$ cat config.mk
export PLATFORM = sky130hd
export DESIGN_NAME = seq_tx
export DESIGN_NICKNAME = d
export VERILOG_FILES = /design/src/rtl/seq_pkg.sv /design/src/rtl/seq_tx.sv
export SDC_FILE = /design/constraint.sdc
export NUM_CORES = 1
export LEC_CHECK = 0
export BUFFER_PORTS_ARGS = -buffer_cell sky130_fd_sc_hd__buf_2
export CAP_MARGIN = 5
export CORE_AREA = 8 8 47 77
export DETAILED_ROUTE_END_ITERATION = 10
export DIE_AREA = 0 0 55 85
export PLACE_DENSITY_LB_ADDON = 0.1
export SKIP_CTS_REPAIR_TIMING = 1
export SLEW_MARGIN = 0
export SYNTH_ARGS = -nofsm -noshare
export SYNTH_HDL_FRONTEND = slang
export SYNTH_SLANG_ARGS = --single-unit
$ cat constraint.sdc
create_clock -name clk -period 2.51 [get_ports clk]
set_input_delay 0 -clock clk [delete_from_list [all_inputs] [get_ports clk]]
set_output_delay 0 -clock clk [all_outputs]
set_load 0.005 [all_outputs]
$ cat src/rtl/seq_pkg.sv
// seq_pkg: shared state encoding and constants for the serial pattern transmitter
package seq_pkg;
  typedef enum logic [1:0] {
    IDLE = 2'b00,
    SEND = 2'b01,
    GAP  = 2'b11,
    DONE = 2'b10
  } state_t;
  localparam logic [3:0] SEQ_1101 = 4'b1101;
endpackage

$ cat src/rtl/seq_tx.sv
// seq_tx: Moore FSM that serialises a latched pattern MSB first, repeated with idle gaps
module seq_tx
  import seq_pkg::*;
#(
  parameter int PAT_W = 4,
  parameter int CNT_W = 4
) (
  input  logic             clk,
  input  logic             rst,
  input  logic             start,
  input  logic             abort,
  input  logic [PAT_W-1:0] pattern,
  input  logic [CNT_W-1:0] reps,
  input  logic [CNT_W-1:0] gap,
  output logic             out,
  output logic             out_valid,
  output logic             busy,
  output logic             done
);
  localparam int BW = $clog2(PAT_W);
  localparam logic [BW-1:0] LAST = BW'(PAT_W - 1);
  localparam logic [CNT_W-1:0] ONE = CNT_W'(1);
  state_t state, state_n;
  logic [PAT_W-1:0] sh, sh_n, pat_l, pat_l_n;
  logic [BW-1:0] bit_cnt, bit_cnt_n;
  logic [CNT_W-1:0] rep_cnt, rep_cnt_n, gap_cnt, gap_cnt_n, gap_l, gap_l_n;
  // state and datapath registers; reset overrides start and abort
  always_ff @(posedge clk) begin
    if (rst) begin
      state   <= IDLE;
      sh      <= '0;
      pat_l   <= '0;
      bit_cnt <= '0;
      rep_cnt <= '0;
      gap_cnt <= '0;
      gap_l   <= '0;
    end else begin
      state   <= state_n;
      sh      <= sh_n;
      pat_l   <= pat_l_n;
      bit_cnt <= bit_cnt_n;
      rep_cnt <= rep_cnt_n;
      gap_cnt <= gap_cnt_n;
      gap_l   <= gap_l_n;
    end
  end
  // next state plus shift register and counter updates; rep_cnt holds repetitions still to send
  always_comb begin
    state_n   = state;
    sh_n      = sh;
    pat_l_n   = pat_l;
    bit_cnt_n = bit_cnt;
    rep_cnt_n = rep_cnt;
    gap_cnt_n = gap_cnt;
    gap_l_n   = gap_l;
    unique case (state)
      IDLE: if (start) begin
        pat_l_n   = pattern;
        sh_n      = pattern;
        rep_cnt_n = reps;
        gap_l_n   = gap;
        bit_cnt_n = '0;
        state_n   = (reps != '0) ? SEND : DONE;
      end
      SEND: if (abort) state_n = IDLE;
      else if (bit_cnt == LAST) begin
        rep_cnt_n = rep_cnt - ONE;
        bit_cnt_n = '0;
        sh_n      = pat_l;
        gap_cnt_n = gap_l;
        state_n   = (rep_cnt == ONE) ? DONE : (gap_l != '0) ? GAP : SEND;
      end else begin
        sh_n      = sh << 1;
        bit_cnt_n = bit_cnt + 1'b1;
      end
      GAP: if (abort) state_n = IDLE;
      else begin
        gap_cnt_n = gap_cnt - ONE;
        state_n   = (gap_cnt == ONE) ? SEND : GAP;
      end
      DONE: state_n = IDLE;
      default: state_n = IDLE;
    endcase
  end
  // Moore outputs decoded from registered state only
  always_comb begin
    out       = (state == SEND) ? sh[PAT_W-1] : 1'b0;
    out_valid = (state == SEND);
    busy      = (state == SEND) || (state == GAP);
    done      = (state == DONE);
  end
endmodule

* Yosys cells after proc, flatten, opt, wreduce, memory -nomap -nowiden
Index checks and enable logic that the tools add are counted.
W data, S select, Z words.
** Word-level totals
- Register bits after elaboration :: 24
- Output and inout port bits :: 4
- Word-level logic and storage cells :: 58
** Operators by class
- Reductions and logical operators :: 11
- Multiplexer cells :: 26
- Equality and inequality tests :: 11
- Add/subtract/negate cells :: 3
** Operators by type and width (count)
- $mux W4 :: 9
- $pmux W4 S2 :: 3
- $mux W2 :: 11
- $eq A4 B1 Y1 const B :: 2
- $pmux W2 S4 :: 1
- $reduce_and A4 Y1 :: 2
- $reduce_bool A4 Y1 :: 2
- $sub A4 B1 Y4 const B :: 2
- $eq A2 B2 Y1 const B :: 3
- $ne A2 B2 Y1 const B :: 3
- $pmux W2 S2 :: 1
- $reduce_and A2 Y1 :: 2
- $reduce_bool A2 Y1 :: 2
- $ne A3 B2 Y1 const B :: 1
- $reduce_and A3 Y1 :: 1
- $add A2 B1 Y2 const B :: 1
- $eq A2 B1 Y1 const B :: 1
- $logic_not A2 Y1 :: 1
- $ne A2 B1 Y1 const B :: 1
- $logic_or A1 B1 Y1 :: 1
- $mux W1 :: 1

* Depth between registers and ports, before layout
- Depth after elaboration :: 6
- Gate-level depth with buffers :: 5
- Depth with buffers taken out :: 5

* Least setup slack after synthesis
OpenSTA, ideal clock, no wires.
- Kind :: register -> register
- From :: register bit_cnt[0]
- To :: register rep_cnt[0]
- Required time :: 2377 ps
- Period minus slack after synthesis :: 1521 ps
- Slack :: 989 ps
- Arrival :: 1387 ps
- Stages on the path, launching flop included :: 5
- Path through :: dfxtp_1 ha_1 or4bb_1 a221oi_1 a211oi_1
** On the way
- Longest elaborated chain between the ends :: 3
** RTL lines
- start: declaration :: RTL line seq_tx.sv:25 : logic [BW-1:0] bit_cnt, bit_cnt_n;
- start signal: assignment :: RTL line seq_tx.sv:41 : bit_cnt <= bit_cnt_n;
- $eq A2 B2 Y1 :: RTL line seq_tx.sv:66 : else if (bit_cnt == LAST) begin
- $ne A2 B1 Y1 (no source line)
- $reduce_and A4 Y1 (no source line)
- end signal: assignment :: RTL line seq_tx.sv:42 : rep_cnt <= rep_cnt_n;
- end: declaration :: RTL line seq_tx.sv:26 : logic [CNT_W-1:0] rep_cnt, rep_cnt_n, gap_cnt, gap_cnt_n, gap_l, gap_l_n;
No other way between the ends.
A chain may end at the register's enable or synchronous reset.

* Worst setup path in the final report
- From :: register state[1]
- To :: output out
** On the way
- Longest elaborated chain between the ends :: 2
** RTL lines
- start: declaration :: RTL line seq_tx.sv:23 : state_t state, state_n;
- start signal: assignment :: RTL line seq_tx.sv:38 : state <= state_n;
- $eq A2 B1 Y1 :: RTL line seq_tx.sv:87 : out = (state == SEND) ? sh[PAT_W-1] : 1'b0;
- $mux W1 :: RTL line seq_tx.sv:87
- end: declaration :: RTL line seq_tx.sv:15 : output logic out,
No other way between the ends.

==> results.json <==
{
  "clk_pin_slew_ns": 0.09,
  "cp.buffers_inverters": 2,
  "synth_nets": 187,
  "cts_made_buffers": 3,
  "use_met3": 0.0280,
  "synth-seq-cells": 24,
  "holdWs_ns": -0.0407,
  "slew_violations": 0,
  "nNetsFinal": 206,
  "crit_required_ns": 2.51,
  "grt_most_used_layer": "met2",
  "drc": 0,
  "tns_ns": 0,
  "rsz0062_at_grt": "false",
  "grtUsageTotal": 0.156,
  "critPathMaxStageDelay_ns": 0.80,
  "wire_per_inst_microns": 17.1,
  "antenna_found_initial": 0,
  "critPathArrivalTime_ns": 2.01,
  "synthArstFlopShare": 0,
  "cts-root-buf": "clkbuf_8",
  "finClkSkew_ns": 0.00722,
  "p_leak_uw": 0.000623,
  "antenna_left": 0,
  "path_cells": "or2b_1, inv_1, and2_1, buf_2",
  "diodes": 0,
  "die_w_microns": 55,
  "setup_viol_count_final": 0,
  "drtIter0Drc": 57,
  "synthTopCellsByArea": "dfxtp_1 35%, a21oi_1 5.9%, nand2_1 5.0%",
  "failed_checks": "negative hold slack",
  "tightest_slew_ns": 0.731,
  "synth-edff-count": 0,
  "synth_top_area_frac": 0.354,
  "grt_pass1_vias": 1296,
  "cts_buffer_depth": 2,
  "finalHoldViolations": 1,
  "ir_drop_mv": 0.498,
  "cts_tree": "built",
  "grt_util_met1": 0.183,
  "clk_latency_ns": 0.27,
  "io_buffers": 19,
  "synthToLayoutAreaGrowth_pct": 16.4,
  "ys_warn_count": 0,
  "synthDistinctLibCells": 46,
  "finalWeightedCongestion": 0.836,
  "status": "complete, but fails checks",
  "fmax_mhz": 497,
  "num_rows": 25,
  "initial_utilization": 0.517,
  "cts.sinks": 24,
  "critical-path-top-delay-family": "flip-flops",
  "max_slew_margin": 0.512,
  "synth_area_sq_um": 1360,
  "startpoint_type": "flip-flop",
  "htree_levels": 1,
  "crit_type": "reg2out",
  "viasPerCell": 6.27,
  "drtPass1Iterations": 4,
  "drv_cap": 0,
  "setup.worst_path.end_class": "output pin",
  "grt_util_met2": 0.259,
  "hpwl_mm": 2.51,
  "dp_slack_ns": 0.572,
  "grt_pass1_wl_mm": 5.73,
  "crit_fanout": 25,
  "dieArea_sq_um": 4680,
  "syn_avg_cell_area_sq_um": 8.19,
  "pin_count": 20,
  "yosysSeqAreaShare": 0.354,
  "core-area_sq_um": 2630,
  "grt_max_degree": 29,
  "grt.overflow.total": 0,
  "wl_mm": 3.61,
  "critPathSlowestCell": "dfxtp_1",
  "period_share": 0.802,
  "synthFlopType": "dfxtp_1",
  "yosysTopAreaCell": "dfxtp_1",
  "fillerInstances": 248,
  "synth_most_common_cell": "dfxtp_1",
  "synthCells": 166,
  "setup_ws_ns": 0.496,
  "synth_common_cells": "24 x dfxtp_1, 18 x nand2_1, 16 x a21oi_1, 10 x clkbuf_1, 9 x nor2_1",
  "vias": 1323,
  "power.total_uw": 990,
  "die_h_microns": 85,
  "p_per_area_nw_per_um2": 626,
  "holdCritPathClass": "in2reg",
  "drive_above_1_share": 0.158,
  "finalCriticalPeriod_ns": 2.01
}
power breakdown:
group          internal [uW]  switching, uW  total [uW]  leakage [uW]
Combinational           90.8            106         197      0.000391
Sequential               411           39.7         451      0.000196
Clock                    213            129         342     0.0000357
Total                    715            275         990      0.000623
tightest hold or removal path, delay by kind of cell:
| family | cells | cell delay (ns) |
|---|---|---|
| compound gates | 1 | 0.05 |
| simple gates | 1 | 0.05 |
| buf+inv | 1 | 0.10 |
logic make-up (layout without fill, tap and decap cells):
logic type      Yosys count  after routing  synth area share
compound gates           50             50             0.252
fa+ha+maj                 5              5            0.0460
buf+inv                  21             39            0.0626
flops                    24             24             0.354
simple gates             66             66             0.285
cell usage in the layout, fill, tap and decap left out, types with 2 or more instances in the layout:
| cell type | synthesis | routed |
|---|---|---|
| o221ai_1 | 2 | 2 |
| and3b_1 | 2 | 2 |
| or2b_1 | 2 | 2 |
| or3b_2 | 2 | 2 |
| a221oi_1 | 2 | 2 |
| o311a_1 | 2 | 2 |
| nor4bb_1 | 2 | 2 |
| nand2_1 | 18 | 18 |
| o21ai_0 | 5 | 5 |
| o22ai_1 | 2 | 2 |
| nand3_1 | 3 | 3 |
| nor3_1 | 4 | 4 |
| nand4_1 | 4 | 4 |
| inv_1 | 8 | 8 |
| dfxtp_1 | 24 | 24 |
| buf_2 | 2 | 19 |
| a21oi_1 | 16 | 16 |
| nor2_1 | 9 | 9 |
| or4_1 | 3 | 3 |
| a31oi_1 | 2 | 2 |
| nor2b_1 | 4 | 4 |
| clkbuf_8 | 0 | 3 |
| nor3b_1 | 4 | 4 |
| o31ai_1 | 4 | 4 |
| a211oi_1 | 4 | 4 |
| ha_1 | 5 | 5 |
| and4b_1 | 2 | 2 |
| dlygate4sd3_1 | 0 | 7 |
path summary, 6_finish.rpt:
kind	start	end	slack, ns	cells after the start
worst max-delay path	state[1]	out	0.50	4
worst min-delay path	gap[0]	gap_l[0]	-0.04	3
worst max register to register	bit_cnt[0]	rep_cnt[0]	0.56	4
worst min register to register	pat_l[3]	pat_l[3]	0.47	2
state kept, by name (all words and copies together) (netlist names):
signal and count:
bit_cnt 2, gap_cnt 4, state 2, rep_cnt 4
gap_l 4, sh 4, pat_l 4
layout make-up:
cell class | count | area (sq um) | area share
Multi-Input combinational cell | 121 | 793 | 0.502
Sequential cell | 24 | 480 | 0.304
Timing Repair Buffer | 27 | 173 | 0.109
Clock buffer | 3 | 41.3 | 0.0261
Tap cell | 27 | 33.8 | 0.0214
Clock inverter | 1 | 30.0 | 0.0190
Inverter | 8 | 30.0 | 0.0190
routing by layer:
metal | routed length [microns] | up-vias | part of all wire
li1 | - | 657 | -
met1 | 1560 | 619 | 0.43
met2 | 1870 | 43 | 0.52
met3 | 143 | 4 | 0.040
met4 | 30 | 0 | 0.0083
met5 | 0 | - | 0
metrics by stage:
stage,instances,instance area [sq um],util
floorplan,166,1360,-
global placement,200,1440,0.548
detailed placement,200,1440,0.548
CTS,204,1510,0.575
global route,211,1580,0.602
finish,211,1580,0.602
Note: power is estimated with default switching activity, not from simulation.
